File: src/rtl/prim_pixel_writer.sv
// Pixel back end: clips an (x,y) stream, maps each pixel to a VRAM word/nibble-mask/data
// for 4 or 8 bpp, and queues the writes in front of the VRAM arbiter.
module prim_pixel_writer #(
  parameter int CORDW      = 12,
  parameter int FIFO_DEPTH = 4,
  parameter int ADDR_W     = 16,
  parameter int RST_CLIP_W = 320,
  parameter int RST_CLIP_H = 240,
  parameter int RST_STRIDE = 160
) (
  input  logic                    clk,
  input  logic                    reset_i,
  input  logic [15:0]             cmd_i,
  input  logic                    cmd_valid_i,
  input  logic                    pix_valid_i,
  output logic                    pix_ready_o,
  input  logic signed [CORDW-1:0] pix_x_i,
  input  logic signed [CORDW-1:0] pix_y_i,
  input  logic                    pix_last_i,
  output logic                    vram_sel_o,
  output logic                    vram_wr_o,
  output logic [3:0]              vram_mask_o,
  output logic [ADDR_W-1:0]       vram_addr_o,
  output logic [15:0]             vram_data_o,
  input  logic                    vram_ack_i,
  output logic                    busy_o,
  output logic                    done_o,
  output logic [15:0]             clip_count_o
);

  localparam int PTR_W = $clog2(FIFO_DEPTH);
  localparam int CNT_W = PTR_W + 1;

  typedef enum logic [3:0] {
    OP_CLIP_X0   = 4'd0,
    OP_CLIP_Y0   = 4'd1,
    OP_CLIP_X1   = 4'd2,
    OP_CLIP_Y1   = 4'd3,
    OP_COLOR     = 4'd4,
    OP_STRIDE    = 4'd5,
    OP_BASE_LO   = 4'd6,
    OP_BASE_HI   = 4'd7,
    OP_MODE      = 4'd8,
    OP_CLR_STATS = 4'd9
  } opcode_e;

  typedef struct packed {
    logic [ADDR_W-1:0] addr;
    logic [3:0]        mask;
    logic [15:0]       data;
  } wr_entry_t;

  // Configuration
  logic signed [CORDW-1:0] r_clip_x0, r_clip_y0, r_clip_x1, r_clip_y1;
  logic [7:0]              r_color;
  logic [11:0]             r_stride;
  logic [15:0]             r_base;
  logic                    r_mode8;

  opcode_e                 w_op;
  logic signed [CORDW-1:0] w_payload_s;

  assign w_op        = opcode_e'(cmd_i[15:12]);
  assign w_payload_s = CORDW'($signed(cmd_i[11:0]));

  // NOTE: sequential state uses non-blocking assignments so every register samples
  // pre-edge values; blocking here would make results depend on block ordering.
  always_ff @(posedge clk) begin
    if (reset_i) begin
      r_clip_x0 <= '0;
      r_clip_y0 <= '0;
      r_clip_x1 <= CORDW'(RST_CLIP_W - 1);
      r_clip_y1 <= CORDW'(RST_CLIP_H - 1);
      r_color   <= '0;
      r_stride  <= 12'(RST_STRIDE);
      r_base    <= '0;
      r_mode8   <= 1'b1;
    end else if (cmd_valid_i) begin
      case (w_op)
        OP_CLIP_X0: r_clip_x0    <= w_payload_s;
        OP_CLIP_Y0: r_clip_y0    <= w_payload_s;
        OP_CLIP_X1: r_clip_x1    <= w_payload_s;
        OP_CLIP_Y1: r_clip_y1    <= w_payload_s;
        OP_COLOR:   r_color      <= cmd_i[7:0];
        OP_STRIDE:  r_stride     <= cmd_i[11:0];
        OP_BASE_LO: r_base[7:0]  <= cmd_i[7:0];
        OP_BASE_HI: r_base[15:8] <= cmd_i[7:0];
        OP_MODE:    r_mode8      <= cmd_i[0];
        default:    ;
      endcase
    end
  end

  // Stage 0: clip test and address/mask/data mapping in the acceptance cycle
  logic                w_in;
  logic [CORDW-1:0]    w_x_u, w_y_u;
  logic [ADDR_W-1:0]   w_row, w_col;
  wr_entry_t           w_s0_entry;
  logic                w_accept;

  assign w_in  = (pix_x_i >= r_clip_x0) && (pix_x_i <= r_clip_x1) &&
                 (pix_y_i >= r_clip_y0) && (pix_y_i <= r_clip_y1);
  assign w_x_u = $unsigned(pix_x_i);
  assign w_y_u = $unsigned(pix_y_i);
  assign w_row = ADDR_W'(w_y_u) * ADDR_W'(r_stride);
  assign w_col = r_mode8 ? ADDR_W'(w_x_u >> 1) : ADDR_W'(w_x_u >> 2);

  assign w_s0_entry.addr = ADDR_W'(r_base) + w_row + w_col;
  assign w_s0_entry.mask = r_mode8 ? (w_x_u[0] ? 4'b0011 : 4'b1100) : (4'b1000 >> w_x_u[1:0]);
  assign w_s0_entry.data = r_mode8 ? {r_color, r_color} : {4{r_color[3:0]}};
  assign w_accept        = pix_valid_i && pix_ready_o;

  // Stage 1
  logic      r_s1_valid, r_s1_in;
  wr_entry_t r_s1_entry;

  always_ff @(posedge clk) begin
    if (reset_i) begin
      r_s1_valid <= 1'b0;
      r_s1_in    <= 1'b0;
      r_s1_entry <= '0;
    end else begin
      r_s1_valid <= w_accept;
      r_s1_in    <= w_in;
      r_s1_entry <= w_s0_entry;
    end
  end

  // Write-request FIFO
  wr_entry_t        r_mem [FIFO_DEPTH];
  logic [PTR_W-1:0] r_wr_ptr, r_rd_ptr;
  logic [CNT_W-1:0] r_count;
  logic             w_push, w_pop, w_nempty;
  wr_entry_t        w_head;

  assign w_nempty = (r_count != '0);
  assign w_push   = r_s1_valid && r_s1_in;
  assign w_pop    = w_nempty && vram_ack_i;
  assign w_head   = r_mem[r_rd_ptr];

  // NOTE: storage is left unreset; validity is tracked by the reset pointers and
  // count, and the outputs are gated while empty so stale words never leak out.
  always_ff @(posedge clk) begin
    if (w_push) r_mem[r_wr_ptr] <= r_s1_entry;
  end

  always_ff @(posedge clk) begin
    if (reset_i) begin
      r_wr_ptr <= '0;
      r_rd_ptr <= '0;
      r_count  <= '0;
    end else begin
      if (w_push) r_wr_ptr <= r_wr_ptr + 1'b1;
      if (w_pop)  r_rd_ptr <= r_rd_ptr + 1'b1;
      case ({w_push, w_pop})
        2'b10:   r_count <= r_count + 1'b1;
        2'b01:   r_count <= r_count - 1'b1;
        default: ;
      endcase
    end
  end

  // Stage 1 never stalls, so it must always have a free FIFO slot reserved.
  localparam logic [CNT_W:0] L_DEPTH = (CNT_W + 1)'(FIFO_DEPTH);
  logic [CNT_W:0] w_occupancy;

  assign w_occupancy = {1'b0, r_count} + {{CNT_W{1'b0}}, r_s1_valid};
  assign pix_ready_o = (w_occupancy < L_DEPTH);

  // Primitive completion and clip statistics
  logic        r_last_pending;
  logic [15:0] r_clip_count;
  logic        w_done;

  assign w_done = r_last_pending && !r_s1_valid && !w_nempty;

  always_ff @(posedge clk) begin
    if (reset_i) begin
      r_last_pending <= 1'b0;
    end else if (w_accept && pix_last_i) begin
      r_last_pending <= 1'b1;
    end else if (w_done) begin
      r_last_pending <= 1'b0;
    end
  end

  always_ff @(posedge clk) begin
    if (reset_i) begin
      r_clip_count <= '0;
    end else if (cmd_valid_i && (w_op == OP_CLR_STATS)) begin
      r_clip_count <= '0;
    end else if (r_s1_valid && !r_s1_in && (r_clip_count != 16'hFFFF)) begin
      r_clip_count <= r_clip_count + 16'd1;
    end
  end

  assign vram_sel_o   = w_nempty;
  assign vram_wr_o    = w_nempty;
  assign vram_mask_o  = w_nempty ? w_head.mask : '0;
  assign vram_addr_o  = w_nempty ? w_head.addr : '0;
  assign vram_data_o  = w_nempty ? w_head.data : '0;
  assign busy_o       = r_s1_valid || w_nempty || r_last_pending;
  assign done_o       = w_done;
  assign clip_count_o = r_clip_count;

endmodule

File: config.mk
export PLATFORM = sky130hd
export DESIGN_NAME = prim_pixel_writer
export DESIGN_NICKNAME = d
export VERILOG_FILES = /design/src/rtl/prim_pixel_writer.sv
export SDC_FILE = /design/constraint.sdc
export NUM_CORES = 1
export LEC_CHECK = 0
export ABC_CLOCK_PERIOD_IN_PS = 5400
export CORE_UTILIZATION = 40
export CTS_BUF_LIST = sky130_fd_sc_hd__clkbuf_4
export CTS_CLUSTER_DIAMETER = 60
export CTS_CLUSTER_SIZE = 20
export DETAILED_ROUTE_END_ITERATION = 10
export GPL_ROUTABILITY_DRIVEN = 1
export PLACE_DENSITY = 0.71
export SYNTH_ARGS = -nofsm -noshare
export SYNTH_HDL_FRONTEND = slang
export SYNTH_SLANG_ARGS = --single-unit
File: constraint.sdc
create_clock -name clk -period 5.4 [get_ports clk]
set_input_delay 0.54 -clock clk [delete_from_list [all_inputs] [get_ports clk]]
set_output_delay 0.54 -clock clk [all_outputs]
set_load 0.1 [all_outputs]
==> impl_results.md, run 1 <==
* Status: finished, final reports clean
* Slew @ Worst Pin at 1.03 ns
* Sw Ratio at a little under a third
* Worst Path Max Fanout at 4
* Full die area at approximately 0.038 mm2
* Vias in the first global route at 9857
* Layout cells sized above 1 at between 10 and 15%
* Hold EP: r_s1_entry[13]
* Residual DRC count at 0
* Setup repair after global routing missed its margin: true
* Max cap viols at 0
* Slowest stage delay, CP at 0.52 ns
* Number of synthesized flops with an enable pin at between 100 and 150
* Synth Cell Area at about 0.015 mm2
* Fin nets at ~1700
* Placed Area at approximately 0.017 mm2
* Clk_skew at 0.0405 ns
* Avg Vias per Cell at ~5
* Min-delay src: reset_i
* GP Congestion at slightly below 0.9
* CP Capture Type: flip-flop
* First-pass GRT wire length at between 50 and 60 mm
* Antenna violations before repair at 1
* Setup Total Neg Slack at 0 ns
* Hold WC Path Type: primary input to flip-flop
* Sw Pwr at approximately 1.3 mW
* Die Width at just under 200 um
* Commonest non-fill, non-tap cells in the layout: inv_1 (180), dfxtp_1 (135), nor2_1 (128)
* Core area at approximately 0.037 mm2
* Mean Syn Cell Area at ~11 um2
* CTS root buf: clkbuf_4
* Reg2reg end: r_s1_entry[34]
* H-tree levels at 1
* Grt ovf at 0
* Num Clock Sinks at 253
* Clock network fraction of design power at between 20% and 30%
* Worst path most repeated cell: fa_1
* Post-DP HPWL at between 20 and 25 mm
* Final Max Tran Viols at 0
* Rel. slew slack at a little under a third
* Final number of hold-violating endpoints at 0
* Post-Syn Instances at between 1000 and 1500
* Power share of the sequential group at between 50% and 60%
* Detailed Routing Iterations Pass 1 at 6
* WL per Instance at 16.1 um
* CTS tree: built
* Post-Place Worst Slack at -0.707 ns
* Final min period at around 5.3 ns
* Synth warn at 0
* Worst endpoint required time at ~6 ns
* Final setup fails at 0
* Max stage delay cell, worst path: fa_1
* Post-Syn Nets at around 1600
* Largest delay share family, worst path: adder cells
* Port buffer count at 102
* # rows at 70
* Worst setup margin at 0.119 ns
* Die H at 196 um
* Area grow syn2layout at 15.7%
* Hold depth at 2
* Largest net degree at the start of global routing at between 90 and 100
* Clock transition at path regs at 0.19 ns
* FF-to-FF Start: r_stride[0]
* Register bit total from synthesis at roughly 250
* Worst endpoint data arrival time at 5.93 ns
* Crit path launch type: flip-flop
* Comb power frac at 23.1%
* Synth async-reset ratio at 0%
* Reg2reg setup slack at around 0.12 ns
* Leading cell type in the layout, fill and taps excluded: inv_1
* # fillers at between 3000 and 4000
* Buffers & Inverters on Critical Path at 7
* Post-route clock period utilization at 97.8%
* Worst skew pair latency at around 0.7 ns
* Max VDD drop at 0.000145 V
* DRT antenna net count at 0
* Via count at roughly 9800
* IO Count at 103
* CTS Buffer Depth at 3
* Synth unique cells at 67
* P_leak at about 7.3 nW
* PwrDens at approximately 240 mW/mm2
* Initial Util at between 40% and 50%
* Hold_ws at ~0.20 ns
* Post-route cell area at 0.0174 mm2
* Dominant synthesized flop cell: dfxtp_1
* Num CTS Buffers at 22
* P_int at 2.94 mW
* Drt total wl at 31.9 mm
* Max frequency at ~190 MHz
* Gr usage total at 16.9%
* Iter 0 DRT Violations at between 500 and 600
* Sequential area share after synthesis at 41.1%
* R2r worst-path depth at 20
* Crit path cell chain: buf_4 > and2_4 > fa_1 > inv_2 > fa_1 > inv_1 > fa_1 > inv_2 > fa_1 > inv_1 > fa_1 > inv_2 > fa_1 > inv_2 > ha_4 > o21ai_4 > o311ai_4 > nor4_2 > or3_1 > a21oi_2
* WS Path Type: flip-flop to flip-flop
## metal layers
metal,vias to the layer above,wire (um),track usage (%)
met5,-,0,0
met4,0,586,3.70
met3,44,1320,1.94
met2,193,14900,27.9
met1,4773,15000,23.9
li1,4752,-,-
## flip-flops by register name, summed over array words and instances (netlist names), named ones only
register,cells
clip_count_o,16
r_base,16
r_clip_x0,12
r_clip_x1,12
r_clip_y0,12
r_clip_y1,12
r_color,8
r_count,3
r_last_pending,1
r_mem,112
r_mode8,1
r_rd_ptr,2
r_s1_entry,28
r_s1_in,1
r_s1_valid,1
r_stride,12
r_wr_ptr,2
## layout make-up
| cell class | instances | area [um2] | area share, % |
|---|---|---|---|
| tap | 468 | 586 | 3.37 |
| antenna | 1 | 2.50 | 0.0144 |
| multi-input combinational | 856 | 7950 | 45.7 |
| clock inverter | 15 | 225 | 1.29 |
| timing repair buffer | 168 | 1550 | 8.89 |
| sequential | 253 | 6200 | 35.6 |
| inverter | 189 | 709 | 4.08 |
| clock buffer | 25 | 188 | 1.08 |
## how the worst max path moves through the flow
| stage | startpoint | to | slack (ns) | depth (start not counted) |
|---|---|---|---|---|
| after floorplan | pix_y_i[6] | r_s1_entry[34] | 0.01 | 20 |
| after global placement | pix_y_i[7] | r_s1_entry[32] | -0.61 | 21 |
| after detailed placement | pix_y_i[7] | r_s1_entry[32] | -0.71 | 21 |
| after CTS | r_stride[0] | r_s1_entry[34] | 0.01 | 19 |
| after global routing | r_stride[1] | r_s1_entry[34] | -0.04 | 19 |
| final | r_stride[0] | r_s1_entry[34] | 0.12 | 20 |
## power by group through the flow
stage | sequential, mW | clock, mW | combinational (mW)
after floorplan | 2.15 | 0 | 0.592
after global placement | 2.17 | 0 | 0.891
after detailed placement | 2.17 | 0 | 0.907
after CTS | 2.13 | 1.15 | 0.916
after global routing | 2.14 | 1.23 | 1.08
final | 2.13 | 1.12 | 0.979
## what timing repair did
| action | CTS | global route |
|---|---|---|
| gates resized for setup | 1 | 34 |
| hold buffers | 0 | 0 |
| buffers inserted | 0 | 4 |
| endpoints found under the setup margin | 2 | 8 |
| pin swaps | 0 | 22 |
## synthesized netlist by cell type (3+ instances only)
master     instances  share of area, %
buf_4              9              0.45
nor3_2             3              0.20
fa_1              97                13
o21ai_1            7              0.23
nor3_1             6              0.20
o21a_1             7              0.35
mux2_2             4              0.30
xnor2_1           30               1.7
mux4_2            28               4.2
inv_1            189               4.7
nand2b_1           5              0.21
o21ai_0            8              0.27
clkbuf_1          46               1.1
dfxtp_1          141                19
nor2_1           128               3.2
buf_2             10              0.33
ha_1             102               8.5
a21oi_1           25              0.83
nand2_1           91               2.3
edfxtp_1         112                22
o2111ai_1          3              0.17
nand3_1           13              0.43
a2111oi_0          3              0.17
a21o_1            14              0.70
xor2_1            17              0.99
and3_1             6              0.25
mux2i_1           76               5.1
and2_1            91               3.8
a211o_1           15              0.87
nor3b_1            4              0.20
nand4_1           11              0.46
or3_1              5              0.21
nor2b_1           17              0.71
## kinds of logic after synthesis
family / Yosys count / share of synthesized area, %
buf+inv: 257 / 6.77
xor+xnor: 47 / 2.74
flops: 253 / 41.1
mux: 108 / 9.55
fa+ha+maj: 199 / 21.4
simple gates: 400 / 13.5
compound gates: 102 / 4.92
## per-stage QoR
step	cells	power, mW	utilization (%)
CTS	1970	4.20	46.9
global route	1975	4.45	47.3
floorplan	1366	2.75	-
global placement	1930	3.06	45.8
finish	1975	4.23	47.3
detailed placement	1930	3.08	45.8
(Power assumes the default switching activity.)
==> run 2: changes to the inputs <==
--- a/config.mk
+++ b/config.mk
@@ -5,10 +5,10 @@
 export SDC_FILE = /design/constraint.sdc
 export NUM_CORES = 1
 export LEC_CHECK = 0
-export ABC_CLOCK_PERIOD_IN_PS = 5400
+export ABC_CLOCK_PERIOD_IN_PS = 4800
 export CORE_UTILIZATION = 40
 export CTS_BUF_LIST = sky130_fd_sc_hd__clkbuf_4
-export CTS_CLUSTER_DIAMETER = 60
+export CTS_CLUSTER_DIAMETER = 150
 export CTS_CLUSTER_SIZE = 20
 export DETAILED_ROUTE_END_ITERATION = 10
 export GPL_ROUTABILITY_DRIVEN = 1
==> constraint.sdc (replaced) <==
create_clock -name clk -period 4.8 [get_ports clk]
set_input_delay 0.48 -clock clk [delete_from_list [all_inputs] [get_ports clk]]
set_output_delay 0.48 -clock clk [all_outputs]
set_load 0.1 [all_outputs]
==> run 2 against run 1 <==
The flow now finishes with violations (negative setup slack). First-iteration DRC count unchanged. Utilization up 0.18 points. Hold slack gained 0.16 ns. Count of clock-buffer cells in the layout down 1. Clock skew grew 0.020 ns. Worst setup slack lost 0.39 ns. Sequential cell count unchanged. Non-clock buffer count grew 14. Via count increased by 1.5%. Sequential power rose by 13%. Die area did not move. Combinational power grew 17%.
==> impl_results.md, run 2 (synthesis gave the netlist of run 1 again) <==
* Hold depth at 3 (was 2)
* Clk_skew at 0.0604 ns (was 0.0405 ns)
* PwrDens at 253 mW/mm2 (was 243 mW/mm2)
* R2r worst-path depth at 19 (was 20)
* Hold_ws at 0.358 ns (was 0.203 ns)
* GP Congestion at 0.875 (was 0.877)
* Antenna violations before repair at 1 (unchanged)
* CP Capture Type: flip-flop (unchanged)
* Failing checks: negative setup slack
* P_leak at 7.29 nW (was 7.26 nW)
* Hold-fix buffers, CTS at 0 (unchanged)
* Reg2reg setup slack at -0.27 ns (was 0.12 ns)
* Setup repair after global routing missed its margin: true (unchanged)
* Via count at 9908 (was 9762)
* Top flop regs: r_mem x112, r_s1_entry x28 (unchanged)
* Leading cell type in the layout, fill and taps excluded: inv_1 (unchanged)
* Layout cells sized above 1 at 15.0% (was 12.5%)
* Post-DP HPWL at 24.4 mm (was 23.8 mm)
* Max cap viols at 0 (unchanged)
* Max stage delay cell, worst path: fa_1 (unchanged)
* CTS tree: built (unchanged)
* Final Max Tran Viols at 0 (unchanged)
* Gr usage total at 17.2% (was 16.9%)
* H-tree levels at 1 (unchanged)
* Total Power at 4.42 mW (was 4.23 mW)
* CTS Buffer Depth at 3 (unchanged)
* Port buffer count at 102 (unchanged)
* WL per Instance at 16.4 um (was 16.1 um)
* Min-delay src: pix_last_i (was reset_i)
* Vias in the first global route at 10126 (was 9857)
* DRT antenna net count at 0 (unchanged)
* Worst endpoint required time at 5.33 ns (was 6.05 ns)
* Rel. slew slack at 23.3% (was 30.9%)
* Crit path launch type: flip-flop (unchanged)
* Worst Path Max Fanout at 6 (was 4)
* Residual DRC count at 0 (unchanged)
* Status: finished, violations left (was finished, final reports clean)
* Largest reg by FF count: r_mem (unchanged)
* Commonest non-fill, non-tap cells in the layout: inv_1 (176), dfxtp_1 (135), nor2_1 (128) (was inv_1 (180), dfxtp_1 (135), nor2_1 (128))
* Worst endpoint data arrival time at 5.60 ns (was 5.93 ns)
* Max reg flops at 112 (unchanged)
* Reg2reg end: r_s1_entry[31] (was r_s1_entry[34])
* Num CTS Buffers at 16 (was 22)
* Clock transition at path regs at 0.20 ns (was 0.19 ns)
* WS Path Type: flip-flop to flip-flop (unchanged)
* Max frequency at 197 MHz (was 189 MHz)
* Slowest stage delay, CP at 0.56 ns (was 0.52 ns)
* Worst path most repeated cell: fa_1 (unchanged)
* Final setup fails at 7 (was 0)
* Worst skew pair latency at 0.69 ns (was 0.70 ns)
* Crit path cell chain: and2_4 > fa_1 > inv_2 > fa_1 > inv_1 > fa_1 > fa_1 > fa_1 > inv_1 > fa_1 > inv_2 > ha_4 > a21o_1 > a21oi_2 > buf_4 > nand2_2 > a21oi_2 > xor2_1 > nor2_1 (was buf_4 > and2_4 > fa_1 > inv_2 > fa_1 > inv_1 > fa_1 > inv_2 > fa_1 > inv_1 > fa_1 > inv_2 > fa_1 > inv_2 > ha_4 > o21ai_4 > o311ai_4 > nor4_2 > or3_1 > a21oi_2)
* CTS root buf: clkbuf_4 (unchanged)
* Initial Util at 40.9% (unchanged)
* IO Count at 103 (unchanged)
* # rows at 70 (unchanged)
* Detailed Routing Iterations Pass 1 at 7 (was 6)
* Iter 0 DRT Violations at 521 (unchanged)
* Max VDD drop at 0.000130 V (was 0.000145 V)
* FF-to-FF Start: r_stride[0] (unchanged)
* Largest net degree at the start of global routing at 84 (was 94)
* Post-route clock period utilization at 106% (was 97.8%)
* Slew @ Worst Pin at 1.15 ns (was 1.03 ns)
* # fillers at 3359 (was 3336)
* Final min period at 5.07 ns (was 5.28 ns)
* Full die area at 0.0384 mm2 (unchanged)
* Die H at 196 um (unchanged)
* Avg Vias per Cell at 5.02 (was 4.94)
* Die Width at 196 um (unchanged)
* Drt total wl at 32.4 mm (was 31.9 mm)
* Grt ovf at 0 (unchanged)
* Num Clock Sinks at 253 (unchanged)
* Hold EP: r_last_pending (was r_s1_entry[13])
* Hold WC Path Type: primary input to flip-flop (unchanged)
* Fin nets at 1743 (was 1735)
* First-pass GRT wire length at 52.7 mm (was 52.0 mm)
* Worst setup margin at -0.271 ns (was 0.119 ns)
* Final number of hold-violating endpoints at 0 (unchanged)
* Core area at 0.0368 mm2 (unchanged)
* Area grow syn2layout at 16.1% (was 15.7%)
## run 2: critical path: cells and delay by family (launching register included)
family | cells | cell delay [ns]
flops | 1 | 0.41
fa+ha+maj | 7 | 3.24
xor+xnor | 1 | 0.15
compound gates | 3 | 0.54
simple gates | 3 | 0.24
buf+inv | 5 | 0.35
## run 2: timing repair
item,CTS,global route
gates cloned,0,0
gates resized for setup,34,17
pin swaps,29,18
setup buffers,3,2
setup endpoints to repair,9,9
## run 2: final cells by class
type	instances	area, um2	share of cell area, %
Antenna cell	2	5.00	0.0287
Clock buffer	24	180	1.03
Multi-Input combinational cell	856	8130	46.5
Clock inverter	1	8.76	0.0501
Timing Repair Buffer	182	1650	9.44
Tap cell	468	586	3.35
Inverter	189	709	4.06
Sequential cell	253	6200	35.5
## run 2: metrics by stage
step	cells	worst slack [ns]	area [um2]	TNS (ns)	util [%]
2_1_floorplan	1366	-0.291	15200	-0.586	-
3_3_place_gp	1943	-0.875	17100	-7.67	46.4
3_5_place_dp	1943	-0.992	17100	-8.18	46.4
5_1_grt	1975	-0.427	17500	-2.95	47.5
6_report	1975	-0.271	17500	-1.47	47.5
4_1_cts	1971	-0.270	17400	-1.30	47.2
## run 2: layer usage
layer | vias to the layer above | track usage, % | routed length, um
met1 | 4929 | 23.8 | 15100
met5 | - | 0 | 0
met2 | 187 | 29.2 | 15500
met3 | 31 | 1.62 | 1240
li1 | 4761 | - | -
met4 | 0 | 3.73 | 572
## run 2: worst max path at each step
| stage | start | to | slack [ns] | depth (start not counted) |
|---|---|---|---|---|
| finish | r_stride[0] | r_s1_entry[31] | -0.27 | 19 |
| global route | r_stride[0] | r_s1_entry[31] | -0.43 | 19 |
| CTS | r_stride[0] | r_s1_entry[34] | -0.27 | 17 |
| detailed placement | pix_y_i[6] | r_s1_entry[34] | -0.99 | 19 |
| global placement | pix_y_i[5] | r_s1_entry[34] | -0.87 | 20 |
| floorplan | pix_y_i[6] | r_s1_entry[34] | -0.29 | 20 |
## run 2: report_power, final
group	switching (mW)	internal, mW
sequential	0.0651	2.34
clock	0.639	0.231
combinational	0.621	0.529
